<file path="config.mk">
export PLATFORM = sky130hd
export DESIGN_NAME = row_sync_arbiter
export DESIGN_NICKNAME = d
export VERILOG_FILES = /design/src/rtl/riscv_pkg.sv /design/src/rtl/rr_priority_picker.sv /design/src/rtl/row_sync_arbiter.sv
export SDC_FILE = /design/constraint.sdc
export NUM_CORES = 1
export LEC_CHECK = 0
export CORE_AREA = 2 2 178 180
export CTS_BUF_LIST = sky130_fd_sc_hd__clkbuf_8 sky130_fd_sc_hd__clkbuf_16
export DETAILED_ROUTE_END_ITERATION = 6
export DIE_AREA = 0 0 180 182
export PLACE_DENSITY_LB_ADDON = 0.15
export SETUP_SLACK_MARGIN = 0.3
export SLEW_MARGIN = 20
export SYNTH_ARGS = -nofsm -noshare
export SYNTH_HDL_FRONTEND = slang
export SYNTH_SLANG_ARGS = --single-unit
</file>
<file path="constraint.sdc">
create_clock -name clk -period 6.84 [get_ports clk]
set_clock_uncertainty 0.05 [all_clocks]
set_input_delay 2.052 -clock clk [delete_from_list [all_inputs] [get_ports clk]]
set_output_delay 2.052 -clock clk [all_outputs]
set_load 0.005 [all_outputs]
</file>
<file path="src/rtl/riscv_pkg.sv">
// Shared types and defaults for the row sync arbiter.
// Holds the barrier/ownership state encoding used by the row FSM.
package riscv_pkg;

  typedef enum logic [1:0] {
    IDLE    = 2'd0,
    GRANT   = 2'd1,
    DRAIN   = 2'd2,
    RELEASE = 2'd3
  } row_sync_state_t;

  localparam int ROW_NUM_CORES = 8;
  localparam int ROW_ADDR_W    = 12;
  localparam int ROW_DATA_W    = 32;

endpackage

</file>
<file path="src/rtl/rr_priority_picker.sv">
// Round-robin picker: first set req bit at or after ptr,
// scanning upward with wrap-around.
module rr_priority_picker #(
  parameter int NUM_CORES = 8,
  localparam int IDX_W = $clog2(NUM_CORES)
) (
  input  logic [NUM_CORES-1:0] req,
  input  logic [IDX_W-1:0]     ptr,
  output logic                 valid,
  output logic [IDX_W-1:0]     idx
);

  // Scan from the farthest offset down so the nearest wins.
  always_comb begin
    int j;
    j     = 0;
    valid = 1'b0;
    idx   = '0;
    for (int i = NUM_CORES - 1; i >= 0; i--) begin
      j = (int'(ptr) + i) % NUM_CORES;
      if (req[IDX_W'(j)]) begin
        valid = 1'b1;
        idx   = IDX_W'(j);
      end
    end
  end

endmodule

</file>
<file path="src/rtl/row_sync_arbiter.sv">
// Row-level URAM ownership arbiter and barrier responder:
// round-robin core grants, host drain handoff, registered URAM mux.
module row_sync_arbiter
  import riscv_pkg::*;
#(
  parameter int NUM_CORES = ROW_NUM_CORES,
  parameter int ADDR_W    = ROW_ADDR_W,
  parameter int DATA_W    = ROW_DATA_W
) (
  input  logic                        clk,
  input  logic                        reset,
  input  logic [NUM_CORES-1:0]        i_core_req,
  input  logic [NUM_CORES-1:0]        i_core_locked,
  output logic [NUM_CORES-1:0]        o_core_grant,
  output logic                        o_uram_emptied,
  input  logic [NUM_CORES-1:0]        i_core_uram_en,
  input  logic [NUM_CORES-1:0]        i_core_uram_wr_en,
  input  logic [NUM_CORES*ADDR_W-1:0] i_core_uram_addr,
  input  logic [NUM_CORES*DATA_W-1:0] i_core_uram_wr_data,
  output logic                        o_row_full,
  input  logic                        i_host_uram_en,
  input  logic [ADDR_W-1:0]           i_host_uram_addr,
  input  logic                        i_host_drained,
  output logic                        o_uram_en,
  output logic                        o_uram_wr_en,
  output logic [ADDR_W-1:0]           o_uram_addr,
  output logic [DATA_W-1:0]           o_uram_wr_data
);

  localparam int IDX_W = $clog2(NUM_CORES);

  row_sync_state_t  state;
  logic [IDX_W-1:0] rr_ptr;
  logic [IDX_W-1:0] owner;
  logic             pick_valid;
  logic [IDX_W-1:0] pick_idx;
  logic             all_locked;
  logic             none_locked;

  assign all_locked  = &i_core_locked;
  assign none_locked = ~|i_core_locked;

  rr_priority_picker #(
    .NUM_CORES(NUM_CORES)
  ) u_picker (
    .req  (i_core_req),
    .ptr  (rr_ptr),
    .valid(pick_valid),
    .idx  (pick_idx)
  );

  always_ff @(posedge clk) begin
    if (reset) begin
      state  <= IDLE;
      rr_ptr <= '0;
      owner  <= '0;
    end else begin
      case (state)
        IDLE: begin
          // Barrier wins over any pending request.
          if (all_locked) begin
            state <= DRAIN;
          end else if (pick_valid) begin
            state <= GRANT;
            owner <= pick_idx;
          end
        end
        GRANT: begin
          if (!i_core_req[owner]) begin
            state  <= IDLE;
            rr_ptr <= (owner == IDX_W'(NUM_CORES - 1))
                      ? '0 : owner + 1'b1;
          end
        end
        DRAIN: begin
          if (i_host_drained) state <= RELEASE;
        end
        RELEASE: begin
          if (none_locked) state <= IDLE;
        end
        default: state <= IDLE;
      endcase
    end
  end

  always_comb begin
    o_core_grant = '0;
    if (state == GRANT) o_core_grant[owner] = 1'b1;
  end

  assign o_row_full     = (state == DRAIN);
  assign o_uram_emptied = (state == RELEASE);

  // Only the current owner (or the host while draining) reaches URAM.
  always_ff @(posedge clk) begin
    if (reset) begin
      o_uram_en      <= 1'b0;
      o_uram_wr_en   <= 1'b0;
      o_uram_addr    <= '0;
      o_uram_wr_data <= '0;
    end else if (state == GRANT) begin
      o_uram_en      <= i_core_uram_en[owner];
      o_uram_wr_en   <= i_core_uram_wr_en[owner];
      o_uram_addr    <= i_core_uram_addr[int'(owner)*ADDR_W +: ADDR_W];
      o_uram_wr_data <= i_core_uram_wr_data[int'(owner)*DATA_W +: DATA_W];
    end else if (state == DRAIN) begin
      o_uram_en      <= i_host_uram_en;
      o_uram_wr_en   <= 1'b0;
      o_uram_addr    <= i_host_uram_addr;
      o_uram_wr_data <= '0;
    end else begin
      o_uram_en      <= 1'b0;
      o_uram_wr_en   <= 1'b0;
      o_uram_addr    <= '0;
      o_uram_wr_data <= '0;
    end
  end

endmodule

</file>
# After elaboration in Yosys (flattened, before gate mapping)
# Index checks and enable logic that the tools add are counted.
# word_totals
ramBits	0
romBits	0
n_memories	0
latchBits	0
regBits	54
out_inout_bits	56
word_cells	107
# op_classes
reduce_logical	8
div	0
n_eq_ne	8
addsub	8
order_cmp	10
bitwise_logic	3
muxes	60
mul	1
shifts	2
# ops
cell	n
256-bit by 9-bit indexed part select with 32-bit output	1
96-bit by 8-bit indexed part select with 12-bit output	1
3-bit by 5-bit less-than comparator with 1-bit output, second input constant	8
1-bit binary-select mux with 3-bit select	11
1-bit two-way mux	30
3-bit two-way mux	9
12-bit two-way mux	2
3-bit adder, second input constant	4
2-bit two-way mux	5
8-bit two-way mux	1
2-bit case mux with 4 select lines	1
8-bit AND reduction	1
8-bit OR reduction	1
3-bit by 1-bit adder with 3-bit output, second input constant	2
3-bit by 2-bit adder with 3-bit output, second input constant	2
3-bit by 2-bit multiplier with 5-bit output, second input constant	1
2-bit == test, second input constant	2
3-bit by 4-bit less-than comparator with 1-bit output, second input constant	1
2-bit inequality test, second input constant	2
4-bit AND reduction	1
1-bit demux with 3-bit select	1
3-bit == test, second input constant	1
3-bit by 1-bit greater-or-equal comparator with 1-bit output, second input constant	1
3-bit inequality test, second input constant	1
other kinds (8)	10

# Depth between registers and ports, before layout
# logic_depth
ltp_word	15
mapped_depth	11
depth_no_buf	8

# By module
# Synthesis repeated with hierarchy kept, for this count alone.
# unflattened
cells_unflattened	432
area_unflattened_um2	5181.2
# by_module_without_submodules
mod	seq_area_each_um2	instances	area_each_um2	cells_per_inst
row_sync_arbiter	1081.0	1	4399.2	342
rr_priority_picker	0.0	1	782.0	90

# Worst setup path after synthesis
# No wires, ideal clock.
# synth_timing
path_kind	input to register
startpoint	in i_core_req[1]
endpoint	reg owner[0]
t_arrival_ns	3.665
n_path_buf	0
slack_ns	3.034
path_stages	6
t_required_ns	6.699
cell_sequence	mux4_2 -> mux2_4 -> o21ai_1 -> a21oi_1 -> or4_1 -> a311oi_1
# synth_via
elab_chain_cells	12
# synth_lines
element	line	text
start: declaration	row_sync_arbiter.sv:12	input logic [NUM_CORES-1:0] i_core_req,
1-bit binary-select mux with 3-bit select	rr_priority_picker.sv:21	if (req[IDX_W'(j)]) begin
1-bit two-way mux (implied by the code) (2 in a row)	rr_priority_picker.sv:21	
1-bit two-way mux (8 in a row)	rr_priority_picker.sv:21	
3-bit AND reduction (no line)	-	
end signal: assignment	row_sync_arbiter.sv:65	owner <= pick_idx;
end: declaration	row_sync_arbiter.sv:34	logic [IDX_W-1:0] owner;
# Parallel ways exist; a longest one is shown, timed or not. The select of a mux whose other input is x is not followed.
# A chain may end at the register's enable or synchronous reset.

# Worst setup path after layout
# layout_timing
startpoint	reg owner[1]
endpoint	out o_core_grant[0]
# layout_via
elab_chain_cells	5
# layout_lines
element	line	text
3-bit by 4-bit less-than comparator with 1-bit output (implied by the code) or 3-bit by 1-bit greater-or-equal comparator with 1-bit output (tied branches)	row_sync_arbiter.sv:88	if (state == GRANT) o_core_grant[owner] = 1'b1;
1-bit logical AND (implied by the code)	row_sync_arbiter.sv:88	
1-bit two-way mux (implied by the code)	row_sync_arbiter.sv:88	
1-bit demux with 3-bit select *	row_sync_arbiter.sv:88	
8-bit two-way mux *	row_sync_arbiter.sv:88	
end: declaration	row_sync_arbiter.sv:14	output logic [NUM_CORES-1:0] o_core_grant,
# Mark *: on every way between the ends. The rest lies on a longest branch, timed or not.

==> impl_metrics.csv <==
group,metric,value,unit
synth,synth_top_family_by_area,"multiplexers",
timing,slew_viol_final,0,
floorplan,dieArea,32760,µm²
cells_and_area,layout.cells.most_common_list,"clkdlybuf4s50_1 (455), mux4_2 (98), mux2i_1 (56)",
timing,fmax,231.0,MHz
timing,worst_slack,2510,ps
setup_path,cp_cell_sequence,"buf_4, nor4_1, clkdlybuf4s50_1",
placement,gp_congestion,0.7925,
synth,async_flop_share,0,
synth,synth_enable_flop_cells,0,
floorplan,die_w,180,µm
clock_tree,cts.sinks,54,
synth,synth_mux_area_frac,0.5652,
cells_and_area,stdcell_count,1267,
placement,dp_hpwl,22.24,mm
floorplan,ioPinCount,456,
cells_and_area,diodes,0,
floorplan,core-area,30990,µm²
detailed_routing,drc,0,
timing,final.setup.tns,0,ps
synth,yosysUniqueCellTypes,56,
timing,period_minus_slack,4330,ps
cells_and_area,synthToLayoutAreaGrowth,96.81,%
timing,hold_viol,0,
clock_tree,cts-buffers-inserted,5,
setup_path,cp_slowest_cell,"dfxtp_4",
power_and_ir_drop,p_leak,3.438,nW
timing,max_slew_margin,0.4660,
global_routing,grt_start_max_net_pins,47,
min_path,min_path_type,"reg2reg",
clock_tree,root_buffer,"clkbuf_16",
placement,place_inst,1259,
synth,syn-num-nets,841,
synth,synth_compound_area_frac,0.06379,
synth,yosys.area_share.simple,0.1007,
clock_tree,insertion_delay,300,ps
cells_and_area,final_nets,1268,
setup_path,cpPeakStageDelay,670,ps
detailed_routing,postRouteAntennaNets,0,
placement,port_buffers,455,
detailed_routing,first_pass_iters,4,
global_routing,antenna_found_initial,0,
global_routing,grt_pass1_wl,38.66,mm
cells_and_area,utilization,0.3314,
synth,synth_area,5218,µm²
floorplan,initial_core_util,0.1684,
run,cap_violations,0,
setup_path,cp.required,4740,ps
synth,yosysTopAreaCell,"mux4_2",
setup_path,crit_path_start_kind,"flip-flop",
detailed_routing,vias,5582,
detailed_routing,drt-initial-drc-count,196,
timing,fin_crit_sh,0.6330,
detailed_routing,wl,26.68,mm
synth,ys_ff_latch,54,
global_routing,grt_pass1_vias,6158,
synth,synthXorXnorAreaFrac,0.005036,
setup_path,critPathBufInv,2,
synth,synth_seq_area_share,0.2072,
setup_path,worstSetupPathType,"reg2out",
power_and_ir_drop,vdd_drop_max,0.08894,mV
timing,whs,628.3,ps
setup_path,cp_max_fo,33,
power_and_ir_drop,power_density,175.3,nW/µm²
clock_tree,clockBufferDepth,2,
clock_tree,hold_buffers,0,
clock_tree,path_clk_slew,70,ps
synth,synth_fa_ha_area_frac,0.009592,
synth,avgSynthCellArea,11.94,µm²
cells_and_area,layout_commonest_cell,"clkdlybuf4s50_1",
timing,setup_violations,0,
synth,synth_cells,437,
synth,synth_flop_cell,"dfxtp_1",
detailed_routing,vias_per_cell,4.406,
detailed_routing,drt-wirelength-per-cell,21.06,µm
global_routing,grt-ovfl-total,0,
clock_tree,cts_tree,"done",
placement,pre_cts_ws,2294,ps
global_routing,grt_usage,0.1583,
floorplan,rows,65,
synth,ys_warn_count,0,
cells_and_area,drive_above_1_share,0.1457,
setup_path,critPathTopFamily,"buffers and inverters",
floorplan,die_height,182,µm
clock_tree,post_cts_resized,0,
timing,rsz0062_at_grt,"false",
synth,yosysTopAreaCellShare,0.4230,
timing,worst_pin_slew,801.0,ps
clock_tree,htree_levels,2,
setup_path,worst_setup_path_end_kind,"output pin",
outcome,outcome,"finished, final reports clean",
synth,synthTopCellsByArea,"mux4_2 (42%), dfxtp_1 (21%), mux2i_1 (11%)",
clock_tree,postCtsSetupBuffers,0,
setup_path,worstPathArrival,2230,ps
worst reg2reg max path, stage by stage (launching register included):
cell	delay [ps]
dfxtp_1	740
inv_1	300
ha_1	660
mux4_1	450
nor4_4	110
a2111oi_2	650
nor2_1	140
a311o_1	350
nand2_1	50
state kept, by name (all words and copies together) (netlist names):
signal          count
o_uram_wr_en        1
rr_ptr              3
o_uram_en           1
o_uram_addr        12
o_uram_wr_data     32
owner               3
state               2
Yosys cell counts (2+ instances only):
master / n
xor2_1: 2
dfxtp_1: 54
nor2_1: 51
buf_6: 3
mux4_1: 4
inv_2: 2
buf_4: 2
a311o_1: 2
a221oi_1: 2
buf_2: 5
o211ai_1: 2
ha_1: 4
o21ai_0: 20
nor2b_1: 2
buf_1: 9
nand3b_1: 2
nand2_1: 31
and2_1: 2
nand3_1: 5
clkbuf_8: 2
nand2b_1: 3
clkbuf_1: 20
mux2i_1: 56
nor4_1: 4
o21ai_1: 3
inv_1: 4
or4_1: 3
a211oi_1: 3
a21oi_1: 7
nor3_1: 3
nand4_1: 3
mux4_2: 98
per-layer routing:
metal / part of all wire / GRT usage / wire length [µm] / vias to the layer above
met4: 0.017 / 0.03642 / 450 / 0
met1: 0.38 / 0.1829 / 10240 / 2701
met2: 0.54 / 0.2962 / 14340 / 242
met3: 0.062 / 0.03470 / 1656 / 19
met5: 0 / 0 / 0 / -
li1: - / - / - / 2620
per-stage QoR:
step | area [µm²] | power, mW
after global routing | 10270 | 1.938
after floorplan | 5218 | 1.078
after CTS | 10270 | 1.853
final | 10270 | 1.800
after global placement | 10110 | 1.551
after detailed placement | 10110 | 1.550
power by group:
part / total [mW] / switching (mW) / internal [mW]
sequential: 0.451 / 0.0913 / 0.360
combinational: 1.06 / 0.395 / 0.670
clock: 0.284 / 0.136 / 0.148
final cells by class:
cell class	instances	area [µm²]
Multi-Input combinational cell	335	3889
Fill cell	3129	20720
Clock buffer	6	138.9
Clock inverter	2	16.27
Tap cell	402	503.0
Timing Repair Buffer	462	4607
Sequential cell	54	1092
Inverter	6	22.52
final timing paths:
| check | start | end | slack [ps] | cells past startpoint |
|---|---|---|---|---|
| min | rr_ptr[0]$_SDFFE_PP0P_ | rr_ptr[0]$_SDFFE_PP0P_ | 630 | 3 |
| max reg2reg | rr_ptr[1]$_SDFFE_PP0P_ | owner[1]$_SDFFE_PP0P_ | 3300 | 8 |
| max | owner[1]$_SDFFE_PP0P_ | o_core_grant[0] | 2510 | 3 |
| min reg2reg | rr_ptr[0]$_SDFFE_PP0P_ | rr_ptr[0]$_SDFFE_PP0P_ | 630 | 3 |
kinds of logic after synthesis:
family,after synthesis
fa+ha+maj,4
xor+xnor,3
mux,163
compound gates,51
simple gates,114
buf+inv,48
flops,54
No activity file was read; power rests on OpenSTA's default activity.
